--- src/rtl/multicycle_controller.sv ---
// -----------------------------------------------------------------------------
// multicycle_controller
//
// Control FSM that steps the processor datapath through
// FETCH -> DECODE -> EXEC -> (MEM) -> (WB) over several cycles.
// It latches the decoded opcode, drives the datapath enables, runs a
// bounded req/ack handshake with data memory, counts retired
// instructions, and traps into HALT on an illegal opcode or on a
// memory timeout.
//
// Ports:
//   clk          in   rising-edge clock
//   rst          in   asynchronous active-low reset
//   run          in   permits starting / continuing sequencing
//   opcode[6:0]  in   opcode from decode unit, sampled in DECODE
//   branch       in   branch condition, sampled in EXEC
//   mem_ack      in   data-memory completion strobe (used only in MEM)
//   ir_en        out  latch instruction register (FETCH)
//   pc_en        out  advance PC; one pulse per retired instruction
//   branch_take  out  PC loads branch target instead of PC+4
//   rf_wen       out  register-file write enable (WB)
//   mem_req      out  data-memory request (MEM)
//   mem_we       out  data-memory write, stores only
//   state[2:0]   out  current FSM state
//   illegal      out  sticky illegal-opcode flag
//   timeout      out  sticky memory-timeout flag
//   instr_count  out  retired-instruction counter, wraps silently
//
// The strobes are combinational decodes of the registered state, the
// latched opcode and branch/mem_ack, so they are valid in the same
// cycle as the state that produces them.
// -----------------------------------------------------------------------------
module multicycle_controller #(
    parameter int COUNT_W     = 32,
    parameter int TIMEOUT_W   = 4,
    parameter int MEM_TIMEOUT = 12
) (
    input  logic               clk,
    input  logic               rst,
    input  logic               run,
    input  logic [6:0]         opcode,
    input  logic               branch,
    input  logic               mem_ack,
    output logic               ir_en,
    output logic               pc_en,
    output logic               branch_take,
    output logic               rf_wen,
    output logic               mem_req,
    output logic               mem_we,
    output logic [2:0]         state,
    output logic               illegal,
    output logic               timeout,
    output logic [COUNT_W-1:0] instr_count
);

    localparam logic [2:0] S_IDLE   = 3'd0;
    localparam logic [2:0] S_FETCH  = 3'd1;
    localparam logic [2:0] S_DECODE = 3'd2;
    localparam logic [2:0] S_EXEC   = 3'd3;
    localparam logic [2:0] S_MEM    = 3'd4;
    localparam logic [2:0] S_WB     = 3'd5;
    localparam logic [2:0] S_HALT   = 3'd6;

    localparam logic [6:0] OP_R      = 7'b0110011;
    localparam logic [6:0] OP_I      = 7'b0010011;
    localparam logic [6:0] OP_LOAD   = 7'b0000011;
    localparam logic [6:0] OP_STORE  = 7'b0100011;
    localparam logic [6:0] OP_BRANCH = 7'b1100011;

    // Wait-counter value seen during the last MEM cycle before a timeout.
    localparam logic [TIMEOUT_W-1:0] WAIT_LAST = TIMEOUT_W'(MEM_TIMEOUT - 1);

    function automatic logic is_alu(input logic [6:0] op);
        return (op == OP_R) || (op == OP_I);
    endfunction

    function automatic logic is_mem(input logic [6:0] op);
        return (op == OP_LOAD) || (op == OP_STORE);
    endfunction

    function automatic logic is_legal(input logic [6:0] op);
        return is_alu(op) || is_mem(op) || (op == OP_BRANCH);
    endfunction

    logic [2:0]           state_r;
    logic [2:0]           next_s;
    logic [6:0]           op_q_r;
    logic [TIMEOUT_W-1:0] wait_r;
    logic [COUNT_W-1:0]   instr_count_r;
    logic                 illegal_r;
    logic                 timeout_r;

    logic                 ir_en_s;
    logic                 pc_en_s;
    logic                 branch_take_s;
    logic                 rf_wen_s;
    logic                 mem_req_s;
    logic                 mem_we_s;
    logic                 illegal_set_s;
    logic                 timeout_set_s;
    logic                 wait_last_s;

    assign wait_last_s = (wait_r == WAIT_LAST);

    // Next-state and strobe decode from the registered state.
    always_comb begin
        next_s        = state_r;
        ir_en_s       = 1'b0;
        pc_en_s       = 1'b0;
        branch_take_s = 1'b0;
        rf_wen_s      = 1'b0;
        mem_req_s     = 1'b0;
        mem_we_s      = 1'b0;
        illegal_set_s = 1'b0;
        timeout_set_s = 1'b0;
        case (state_r)
            S_IDLE: begin
                if (run) begin
                    next_s = S_FETCH;
                end else begin
                    next_s = S_IDLE;
                end
            end
            S_FETCH: begin
                ir_en_s = 1'b1;
                next_s  = S_DECODE;
            end
            S_DECODE: begin
                if (is_legal(opcode)) begin
                    next_s = S_EXEC;
                end else begin
                    illegal_set_s = 1'b1;
                    next_s        = S_HALT;
                end
            end
            S_EXEC: begin
                if (op_q_r == OP_BRANCH) begin
                    // Branches retire here; there is no WB for them.
                    pc_en_s       = 1'b1;
                    branch_take_s = branch;
                    if (run) begin
                        next_s = S_FETCH;
                    end else begin
                        next_s = S_IDLE;
                    end
                end else if (is_mem(op_q_r)) begin
                    next_s = S_MEM;
                end else if (is_alu(op_q_r)) begin
                    next_s = S_WB;
                end else begin
                    // op_q_r only holds legal opcodes; fail safe if it does not.
                    next_s = S_HALT;
                end
            end
            S_MEM: begin
                mem_req_s = 1'b1;
                mem_we_s  = (op_q_r == OP_STORE);
                // Ack wins even in the cycle the wait would expire.
                if (mem_ack) begin
                    if (op_q_r == OP_STORE) begin
                        pc_en_s = 1'b1;
                        if (run) begin
                            next_s = S_FETCH;
                        end else begin
                            next_s = S_IDLE;
                        end
                    end else begin
                        next_s = S_WB;
                    end
                end else if (wait_last_s) begin
                    timeout_set_s = 1'b1;
                    next_s        = S_HALT;
                end else begin
                    next_s = S_MEM;
                end
            end
            S_WB: begin
                rf_wen_s = 1'b1;
                pc_en_s  = 1'b1;
                if (run) begin
                    next_s = S_FETCH;
                end else begin
                    next_s = S_IDLE;
                end
            end
            S_HALT: begin
                next_s = S_HALT;
            end
            default: begin
                next_s = S_IDLE;
            end
        endcase
    end

    // State register.
    always_ff @(posedge clk or negedge rst) begin
        if (!rst) begin
            state_r <= S_IDLE;
        end else begin
            state_r <= next_s;
        end
    end

    // Opcode latch; held from DECODE until the next DECODE.
    always_ff @(posedge clk or negedge rst) begin
        if (!rst) begin
            op_q_r <= 7'd0;
        end else if (state_r == S_DECODE) begin
            op_q_r <= opcode;
        end else begin
            op_q_r <= op_q_r;
        end
    end

    // Memory wait counter: cleared on the way into MEM, counts ack-less MEM cycles.
    always_ff @(posedge clk or negedge rst) begin
        if (!rst) begin
            wait_r <= {TIMEOUT_W{1'b0}};
        end else if (state_r == S_EXEC) begin
            wait_r <= {TIMEOUT_W{1'b0}};
        end else if ((state_r == S_MEM) && !mem_ack) begin
            wait_r <= wait_r + TIMEOUT_W'(1);
        end else begin
            wait_r <= wait_r;
        end
    end

    // Sticky trap flags.
    always_ff @(posedge clk or negedge rst) begin
        if (!rst) begin
            illegal_r <= 1'b0;
            timeout_r <= 1'b0;
        end else begin
            illegal_r <= illegal_r | illegal_set_s;
            timeout_r <= timeout_r | timeout_set_s;
        end
    end

    // Retired-instruction counter, one count per pc_en pulse.
    always_ff @(posedge clk or negedge rst) begin
        if (!rst) begin
            instr_count_r <= {COUNT_W{1'b0}};
        end else if (pc_en_s) begin
            instr_count_r <= instr_count_r + COUNT_W'(1);
        end else begin
            instr_count_r <= instr_count_r;
        end
    end

    assign ir_en       = ir_en_s;
    assign pc_en       = pc_en_s;
    assign branch_take = branch_take_s;
    assign rf_wen      = rf_wen_s;
    assign mem_req     = mem_req_s;
    assign mem_we      = mem_we_s;
    assign state       = state_r;
    assign illegal     = illegal_r;
    assign timeout     = timeout_r;
    assign instr_count = instr_count_r;

endmodule

--- config.mk ---
export PLATFORM = sky130hd
export DESIGN_NAME = multicycle_controller
export DESIGN_NICKNAME = d
export VERILOG_FILES = /design/src/rtl/multicycle_controller.sv
export SDC_FILE = /design/constraint.sdc
export NUM_CORES = 1
export LEC_CHECK = 0
export CAP_MARGIN = 20
export CORE_MARGIN = 3
export CORE_UTILIZATION = 45
export DETAILED_ROUTE_END_ITERATION = 8
export PLACE_DENSITY = 0.84
export SYNTH_ARGS = -nofsm -noshare
export SYNTH_HDL_FRONTEND = slang
export SYNTH_SLANG_ARGS = --single-unit
--- constraint.sdc ---
create_clock -name clk -period 2.1 [get_ports clk]
set_input_delay 0.21 -clock clk [delete_from_list [all_inputs] [get_ports clk]]
set_output_delay 0.21 -clock clk [all_outputs]
set_load 0.02 [all_outputs]
==> flow_metrics.py <==
metrics = {
    "drt": {
        "vias_per_cell": 5.20,
        "drc": 0,
        "wirelength_mm": 5.42,
        "vias": 1904,
        "wl_per_cell_um": 14.8,
        "drtAntennaViolNets": 0,
        "drtIter0Drc": 87,
        "drtPass1Iterations": 4,
    },
    "synthesis": {
        "synth_fa_ha_area_share_pct": 1.06,
        "syn-instance-count": 217,
        "syn_avg_cell_area_um2": 10.9,
        "yosys_register_bits": 48,
        "ys.warnings.count": 0,
        "synth-simple-area-share_pct": 23.8,
        "async_flop_share_pct": 100,
        "synth_mux_area_share_pct": 3.76,
        "synth-seq-area-share_pct": 50.8,
        "synth_xor_area_share_pct": 12.6,
        "synth-compound-area-share_pct": 5.88,
        "ys_types": 44,
        "ys.flop_type": "dfrtp_1",
        "synth_nets": 231,
        "synth_top_family_by_area": "simple AND/OR/NAND/NOR gates",
        "synth_edf_count": 0,
        "synthesis.area_um2": 2360,
    },
    "placed_design": {
        "placement.io_buffers": 54,
        "dp.final_hpwl_mm": 4.03,
        "gp_congestion": 0.890,
    },
    "power": {
        "ir_worst_vdd_uv": 406,
        "p_leak_uw": 0.00151,
        "p_per_area_nw_per_um2": 856,
        "total_power_uw": 2770,
    },
    "critical_path": {
        "worstReg2RegStart": "instr_count[1]",
        "worstSetupStartpoint": "instr_count[1]",
        "arrival_ns": 2.25,
        "critPathRequiredTime_ns": 2.32,
        "crit_fanout": 6,
        "criticalPathCategory": "flop to flop",
        "rr_worst_depth": 6,
        "crit_path_end_kind": "flop",
        "endpoint": "instr_count[14]",
        "regToRegSetupSlack_ns": 0.07,
        "critPathLaunchType": "flop",
        "worstReg2RegEnd": "instr_count[14]",
    },
    "cells_and_area": {
        "drive_gt1_share_pct": 17.1,
        "final_util_pct": 65.9,
        "num-fill-cells": 385,
        "diodes": 0,
        "nNetsFinal": 312,
        "layout_common_cells": "clkdlybuf4s50_1 (49), dfrtp_1 (48), buf_4 (22)",
        "area_growth_pct": 37.0,
        "layout_commonest_cell": "clkdlybuf4s50_1",
    },
    "grt": {
        "antenna_found_initial": 0,
        "grt_max_degree": 25,
        "grt_pass1_vias": 1993,
        "globalRouteOverflowTotal": 0,
        "grt_pass1_wl_mm": 9.14,
        "grt_use_total_pct": 18.7,
    },
    "job": {
        "cap_violations": 0,
    },
    "run_status": {
        "outcome": "finished clean",
    },
    "die": {
        "die_y_um": 78.5,
        "die_area_um2": 6160,
        "fp-row-count": 25,
        "start_util_pct": 48.1,
        "die_w_um": 78.5,
        "io_pins": 55,
        "core_um2": 4910,
    },
    "timing": {
        "worst_hold_slack_ns": 0.423,
        "period_needed_ns": 2.03,
        "maxSlewViolCount": 0,
        "finalCritPeriodShare_pct": 96.5,
        "worstMarginPinSlew_ns": 0.540,
        "fin_setup_tns_ns": 0,
        "clock_skew_ns": 0.00413,
        "slew_headroom_pct": 64.0,
        "hold_violations": 0,
        "fmax_mhz": 493,
        "finalSetupViolCount": 0,
    },
    "clocking": {
        "cts-root-buf": "clkbuf_8",
        "cts_made_buffers": 5,
        "path_clk_slew_ns": 0.08,
        "htree_levels": 2,
        "worstSkewPairLatency_ns": 0.30,
        "clock_path_buffers": 2,
        "cts_tree": "built",
        "clock-sinks": 48,
    },
    "min_path": {
        "hp-class": "primary input to async pin",
    },
}
[synthesized netlist by cell type (2+ instances only)]
cell | number | area [µm²]
nor2_1 | 13 | 48.8
dfrtp_1 | 48 | 1200
nor4b_1 | 3 | 26.3
and2_1 | 2 | 12.5
buf_4 | 3 | 22.5
nand4_1 | 4 | 25.0
and3_1 | 8 | 50.1
nand4_2 | 2 | 25.0
nand2b_1 | 4 | 25.0
nor4_1 | 2 | 12.5
nor3_2 | 2 | 20.0
nand3_1 | 15 | 75.1
nand3b_1 | 2 | 15.0
nand2_1 | 19 | 71.3
xnor2_1 | 16 | 140
ha_1 | 2 | 25.0
nor2b_1 | 4 | 25.0
nor3_1 | 9 | 45.0
mux2_2 | 7 | 78.8
o31ai_1 | 2 | 15.0
inv_1 | 7 | 26.3
xor2_1 | 18 | 158
a21oi_1 | 4 | 20.0
[cells by family (layout without fill, tap and decap cells)]
family | count (synthesis) | after routing
multiplexers | 8 | 8
buffers and inverters | 10 | 92
AND/OR/NAND/NOR | 98 | 98
AO/OA/AOI/OAI | 17 | 17
XOR/XNOR | 34 | 34
flip-flops | 48 | 48
adder cells (fa/ha/maj) | 2 | 2
[what timing repair did]
| action | in CTS | in global routing |
|---|---|---|
| pin swaps | 0 | 3 |
| gates resized for setup | 4 | 4 |
| buffers inserted | 0 | 2 |
| endpoints found under the hold margin | 22 | 0 |
| hold buffers | 1 | 0 |
| endpoints found under the setup margin | 4 | 5 |
[stage by stage]
stage	instances	setup slack, ns	instance area [µm²]
final	366	0.0734	3240
after global routing	366	-0.0151	3240
after CTS	364	0.0485	3210
after detailed placement	355	0.0681	3110
after global placement	355	0.0691	3110
after floorplan	217	0.0352	2360
[area by class of cell]
class,instances,area (µm²),share of cell area (%)
flip-flops and latches,48,1200,37.1
clock buffers,8,90.1,2.78
repair buffers,77,706,21.8
well taps,67,83.8,2.59
multi-input cells,159,1130,34.9
inverters,7,26.3,0.812
[flip-flops by register name, indices dropped and copies added (netlist names)]
register     count
illegal          1
instr_count     32
op_q_r           7
state            3
timeout          1
wait_r           4
[worst min path at each step]
stage                     endpoint  depth (start not counted)  slack, ns
finish                   op_q_r[3]                          2       0.42
global route        instr_count[3]                          2       0.48
CTS                      op_q_r[3]                          2       0.44
detailed placement       op_q_r[3]                          1       0.22
global placement         op_q_r[3]                          1       0.22
floorplan                  illegal                          0      -0.09
[report_power, final]
part           switching [µW]  internal, µW
Clock                     285           269
Sequential                126          1080
Combinational             494           512
Total                     906          1860
[layer usage]
| metal | wire [µm] | GRT usage [%] | share of wire [%] | up-vias |
|---|---|---|---|---|
| met4 | 55 | 5.24 | 1.0 | 0 |
| met5 | 0 | 0 | 0 | - |
| met2 | 2680 | 32.5 | 50 | 64 |
| met1 | 2370 | 22.8 | 44 | 917 |
| li1 | - | - | - | 918 |
| met3 | 310 | 4.93 | 5.7 | 5 |
[critical path, stage by stage, from the launching register on]
cell	delay, ns
dfrtp_1	0.39
ha_2	0.21
nand2_2	0.07
or4_4	0.55
a221oi_4	0.34
and3_4	0.26
xor2_1	0.14
Power figures use the tool's default switching activity.
